$ cat src/rtl/y_diag_accum_engine.sv
// Multi-lane complex diagonal accumulator: loads NCH diagonals, folds in a stream of
// add/sub terms through a one-stage operand pipeline, then strobes the result out.
module y_diag_accum_engine #(
  parameter int unsigned WIDTH = 48,
  parameter int unsigned NCH   = 4,
  parameter bit          SAT   = 1'b0
) (
  input  logic                 clock,
  input  logic                 reset,
  input  logic                 start,
  input  logic                 clear,
  input  logic [NCH*WIDTH-1:0] y_diag,
  input  logic [NCH*WIDTH-1:0] y_old,
  input  logic [NCH*WIDTH-1:0] y_new,
  input  logic [1:0]           sel_old_or_new,
  input  logic                 mode_addsub,
  input  logic                 term_valid,
  input  logic                 term_last,
  output logic                 term_ready,
  output logic                 busy,
  output logic                 out_valid,
  output logic [NCH*WIDTH-1:0] y_new_diag,
  output logic [NCH-1:0]       ovf
);

  localparam int unsigned HW = WIDTH / 2;
  localparam int unsigned DW = NCH * WIDTH;

  localparam logic [1:0] StIdle  = 2'd0;
  localparam logic [1:0] StAccum = 2'd1;
  localparam logic [1:0] StDrain = 2'd2;
  localparam logic [1:0] StDone  = 2'd3;

  logic [1:0]     state_q, state_d;
  logic [DW-1:0]  acc_q, acc_d;
  logic [DW-1:0]  op_q, op_d;
  logic [DW-1:0]  ynd_q, ynd_d;
  logic           sub_q, sub_d;
  logic           s1_valid_q, s1_valid_d;
  logic [NCH-1:0] ovf_q, ovf_d;

  logic [DW-1:0]  upd_acc;
  logic [NCH-1:0] upd_ovf;
  logic [DW-1:0]  sel_op;

  // Returns {overflow, result}; overflow is a sign error of the signed add/sub.
  function automatic logic [HW:0] addsub(input logic [HW-1:0] a, input logic [HW-1:0] b,
                                         input logic sub);
    logic [HW-1:0] r;
    logic          o;
    r = sub ? (a - b) : (a + b);
    o = sub ? ((a[HW-1] != b[HW-1]) && (r[HW-1] != a[HW-1]))
            : ((a[HW-1] == b[HW-1]) && (r[HW-1] != a[HW-1]));
    // On overflow the true result always lies on the side of a's sign.
    if (SAT && o) r = a[HW-1] ? {1'b1, {(HW-1){1'b0}}} : {1'b0, {(HW-1){1'b1}}};
    return {o, r};
  endfunction

  always_comb begin
    logic [HW:0] re_r;
    logic [HW:0] im_r;
    upd_acc = '0;
    upd_ovf = '0;
    re_r    = '0;
    im_r    = '0;
    for (int k = 0; k < NCH; k++) begin
      re_r = addsub(acc_q[k*WIDTH+HW +: HW], op_q[k*WIDTH+HW +: HW], sub_q);
      im_r = addsub(acc_q[k*WIDTH +: HW], op_q[k*WIDTH +: HW], sub_q);
      upd_acc[k*WIDTH +: WIDTH] = {re_r[HW-1:0], im_r[HW-1:0]};
      upd_ovf[k] = re_r[HW] | im_r[HW];
    end
  end

  always_comb begin
    unique case (sel_old_or_new)
      2'b00:   sel_op = y_new;
      2'b11:   sel_op = y_old;
      default: sel_op = '0;
    endcase
  end

  always_comb begin
    state_d    = state_q;
    acc_d      = acc_q;
    op_d       = op_q;
    sub_d      = sub_q;
    ynd_d      = ynd_q;
    ovf_d      = ovf_q;
    s1_valid_d = 1'b0;

    if (s1_valid_q) begin
      acc_d = upd_acc;
      ovf_d = ovf_q | upd_ovf;
    end

    case (state_q)
      StIdle: begin
        if (start) begin
          acc_d   = y_diag;
          ovf_d   = '0;
          state_d = StAccum;
        end
      end
      StAccum: begin
        if (term_valid) begin
          s1_valid_d = 1'b1;
          op_d       = sel_op;
          sub_d      = mode_addsub;
          if (term_last) state_d = StDrain;
        end
      end
      StDrain: begin
        ynd_d   = acc_d;
        state_d = StDone;
      end
      default: state_d = StIdle;
    endcase

    // Abort discards the in-flight operand without touching results.
    if (clear) begin
      state_d    = StIdle;
      s1_valid_d = 1'b0;
      acc_d      = acc_q;
      ynd_d      = ynd_q;
      ovf_d      = ovf_q;
    end
  end

  always_ff @(posedge clock or negedge reset) begin
    if (!reset) begin
      state_q    <= StIdle;
      acc_q      <= '0;
      op_q       <= '0;
      sub_q      <= 1'b0;
      ynd_q      <= '0;
      ovf_q      <= '0;
      s1_valid_q <= 1'b0;
    end else begin
      state_q    <= state_d;
      acc_q      <= acc_d;
      op_q       <= op_d;
      sub_q      <= sub_d;
      ynd_q      <= ynd_d;
      ovf_q      <= ovf_d;
      s1_valid_q <= s1_valid_d;
    end
  end

  assign term_ready = (state_q == StAccum);
  assign busy       = (state_q != StIdle);
  assign out_valid  = (state_q == StDone);
  assign y_new_diag = ynd_q;
  assign ovf        = ovf_q;

endmodule

$ cat config.mk
export PLATFORM = sky130hd
export DESIGN_NAME = y_diag_accum_engine
export DESIGN_NICKNAME = d
export VERILOG_FILES = /design/src/rtl/y_diag_accum_engine.sv
export SDC_FILE = /design/constraint.sdc
export NUM_CORES = 2
export LEC_CHECK = 0
export ABC_AREA = 0
export ABC_CLOCK_PERIOD_IN_PS = 5800
export CORE_AREA = 2 2 307 309
export DETAILED_ROUTE_END_ITERATION = 10
export DIE_AREA = 0 0 309 311
export GPL_TIMING_DRIVEN = 0
export MAX_ROUTING_LAYER = met4
export PLACE_DENSITY = 0.67
export SETUP_SLACK_MARGIN = 0.4
export SLEW_MARGIN = 20
export SYNTH_ARGS = -nofsm -noshare
export SYNTH_HDL_FRONTEND = slang
export SYNTH_SLANG_ARGS = --single-unit
$ cat constraint.sdc
create_clock -name clock -period 5.8 [get_ports clock]
set_input_delay 1.16 -clock clock [delete_from_list [all_inputs] [get_ports clock]]
set_output_delay 1.16 -clock clock [all_outputs]
set_load 0.03 [all_outputs]
==> metrics.yaml <==
outcome: "complete, no violations"
holdWs_ns: 0.474
synth_commonest_cells: "nand2_1, dfrtp_1, o21ai_0"
wl_per_cell_um: 27.5
clock_latency_ns: 0.64
worst-path-buf-inv: 4
drv_slew: 0
drc_errors: 0
critPathMaxFanout: 10
dp.final_hpwl_mm: 140
cts_hold_buf: 0
max_freq_mhz: 192
setup_ws_ns: 0.578
cts-root-buf: "clkbuf_16"
synth_edf_count: 0
vias: 39700
nNetsFinal: 6173
dieArea_mm2: 0.0961
overflow: 0
row_count: 112
synth_top_area_share_pct: 37.9
die_h_um: 311
dp_slack_ns: -0.623
period_needed_ns: 5.22
fillers: 8723
slew_headroom_pct: 13.6
crit_slowest_cell: "dfrtp_4"
cp_top_family: "compound AO/OA/AOI/OAI gates"
numCtsBuffers: 71
ys_ff_latch: 584
worstHoldPathType: "in -> async"
ys_seq_area_share_pct: 37.9
grt_max_degree: 99
synth_ff_type: "dfrtp_1"
path_clk_slew_ns: 0.06
dr.pass1.iters: 7
grt_use_total_pct: 38.6
grt_setup_unrepaired: "no"
crit_top_cell: "a21o_1"
cts_buffer_depth: 3
place_congestion: 0.964
postSynthAreaPerCell_um2: 8.55
cp-start-kind: "flip-flop"
area_growth_pct: 32.0
hold_violations: 0
cp.arrival_ns: 5.72
period_share_pct: 90.0
chipWidth_um: 309
cp_data_required_time_ns: 6.29
setup_viol: 0
core-area_mm2: 0.0928
yosysMostFrequentCell: "nand2_1"
initial_core_util_pct: 41.6
pin_count: 784
cts-htree-levels: 3
synth_cell_types: 96
via_per_inst: 5.91
worst_clock_skew_ns: 0.0203
maxCapViolCount: 0
postRouteAntennaNets: 0
synthTopCellsByArea: "dfrtp_1, o21ai_0, xnor2_1"
netlist_area_mm2: 0.0386
syn-num-nets: 5307
cts.sinks: 584
port_buffers: 783
first_global_vias: 38700
yosysTopAreaCell: "dfrtp_1"
drive_above_1_share_pct: 4.30
drt_iter0_markers: 3678
crit_chain: "buf_4 > clkbuf_2 > buf_16 > clkbuf_1 > nor2_1 > xnor2_1 > ha_1 > a21o_1 > a21oi_1 > o21a_1 > o41ai_1 > o41a_1 > a21o_1 > a311o_1 > xor2_1 > mux2i_1 > o21ai_0"
cts_tree: "built"
cpPeakStageDelay_ns: 0.62
antenna_found_initial: 30
worst_pin_slew_ns: 1.30
synthCells: 4516
yosys_warnings: 0
async_reset_ff_share_pct: 100
routed_wl_mm: 185
end_kind: "flip-flop"
crit_type: "reg -> reg"
grt_pass1_wl_mm: 263
## metrics by stage
stage	setup TNS (ns)	instances	util [%]	cell area, um^2
finish	0	6719	54.9	50900
global route	0	6712	54.9	50900
CTS	0	6690	54.8	50800
detailed placement	-12.71	6563	52.1	48300
global placement	-	6553	51.8	48000
floorplan	0	4516	-	38600
## layer usage
layer	routed length, um	global-route usage (%)	up-vias	share of wire [%]
li1	-	-	18000	-
met1	73300	47.7	19400	40
met2	84000	59.8	1891	45
met3	17900	9.16	449	9.7
met4	9630	17.6	0	5.2
met5	0	-	-	0
## worst paths after layout
path	cells after the start	endpoint	slack [ns]	startpoint
setup / recovery	17	y_new_diag[44]	0.58	sub_q
min in group clock	2	y_new_diag[16]	0.48	y_new_diag[16]
hold / removal	1	op_q[9]	0.47	reset
setup reg to reg	17	y_new_diag[44]	0.58	sub_q
max in group asynchronous	4	acc_q[102]	3.64	reset
hold reg to reg	2	y_new_diag[16]	0.48	y_new_diag[16]
## layout make-up
cell class	count	area, um^2	share of cell area [%]
clock buffer	103	2150	4.22
inverter	121	454	0.892
multi-input combinational	3537	22500	44.2
antenna	29	72.6	0.142
timing repair buffer	793	8100	15.9
buffer	274	1110	2.18
sequential	584	14600	28.7
tap	1254	1570	3.08
clock inverter	24	337	0.661
## what timing repair did
action,4_1_cts,5_1_grt
resized for setup,8,11
setup endpoints to repair,190,44
buffers inserted,0,0
pin swaps,0,1
gates cloned,0,0
## cell families (layout without fill, tap and decap cells)
logic type / after synthesis / after routing / share of synthesized area, %
buffers and inverters: 395 / 1315 / 3.88
other: 0 / 29 / 0
xor gates and xnor gates: 352 / 352 / 8.03
adders and majority gates: 206 / 206 / 6.83
and+or+nand+nor: 1244 / 1244 / 14.3
DFF: 584 / 584 / 37.9
muxes: 142 / 142 / 3.69
AOI/OAI and AO/OA: 1593 / 1593 / 25.4
## state kept, by name, summed over array words and instances (netlist names)
| name | flops |
|---|---|
| op_q | 192 |
| ovf | 4 |
| y_new_diag | 192 |
| state_q | 2 |
| sub_q | 1 |
| s1_valid_q | 1 |
| acc_q | 192 |
## layout by cell type (no fill, tap or decap), drive strengths merged, types with 105 or more instances in the layout
master | Yosys | layout
clkbuf | 239 | 339
o21ai | 567 | 567
clkdlybuf4s50 | 0 | 782
ha | 198 | 198
nand2 | 602 | 602
a21o | 105 | 105
inv | 121 | 124
mux2i | 138 | 138
xnor2 | 287 | 287
dfrtp | 584 | 584
nor2 | 321 | 321
a21oi | 359 | 359
a22oi | 205 | 205
## worst register-to-register path, cell delays in order (launching register included)
cell and delay [ns]:
dfrtp_4 0.62, buf_4 0.35, clkbuf_2 0.29, buf_16 0.22, clkbuf_1 0.61, nor2_1 0.16
xnor2_1 0.17, ha_1 0.34, a21o_1 0.20, a21oi_1 0.26, o21a_1 0.18, o41ai_1 0.11
o41a_1 0.42, a21o_1 0.22, a311o_1 0.39, xor2_1 0.17, mux2i_1 0.26, o21ai_0 0.12
Power is left out: the tool's default activity adds up to more than one toggle a clock period on the data nets, which glitch-free logic cannot reach.
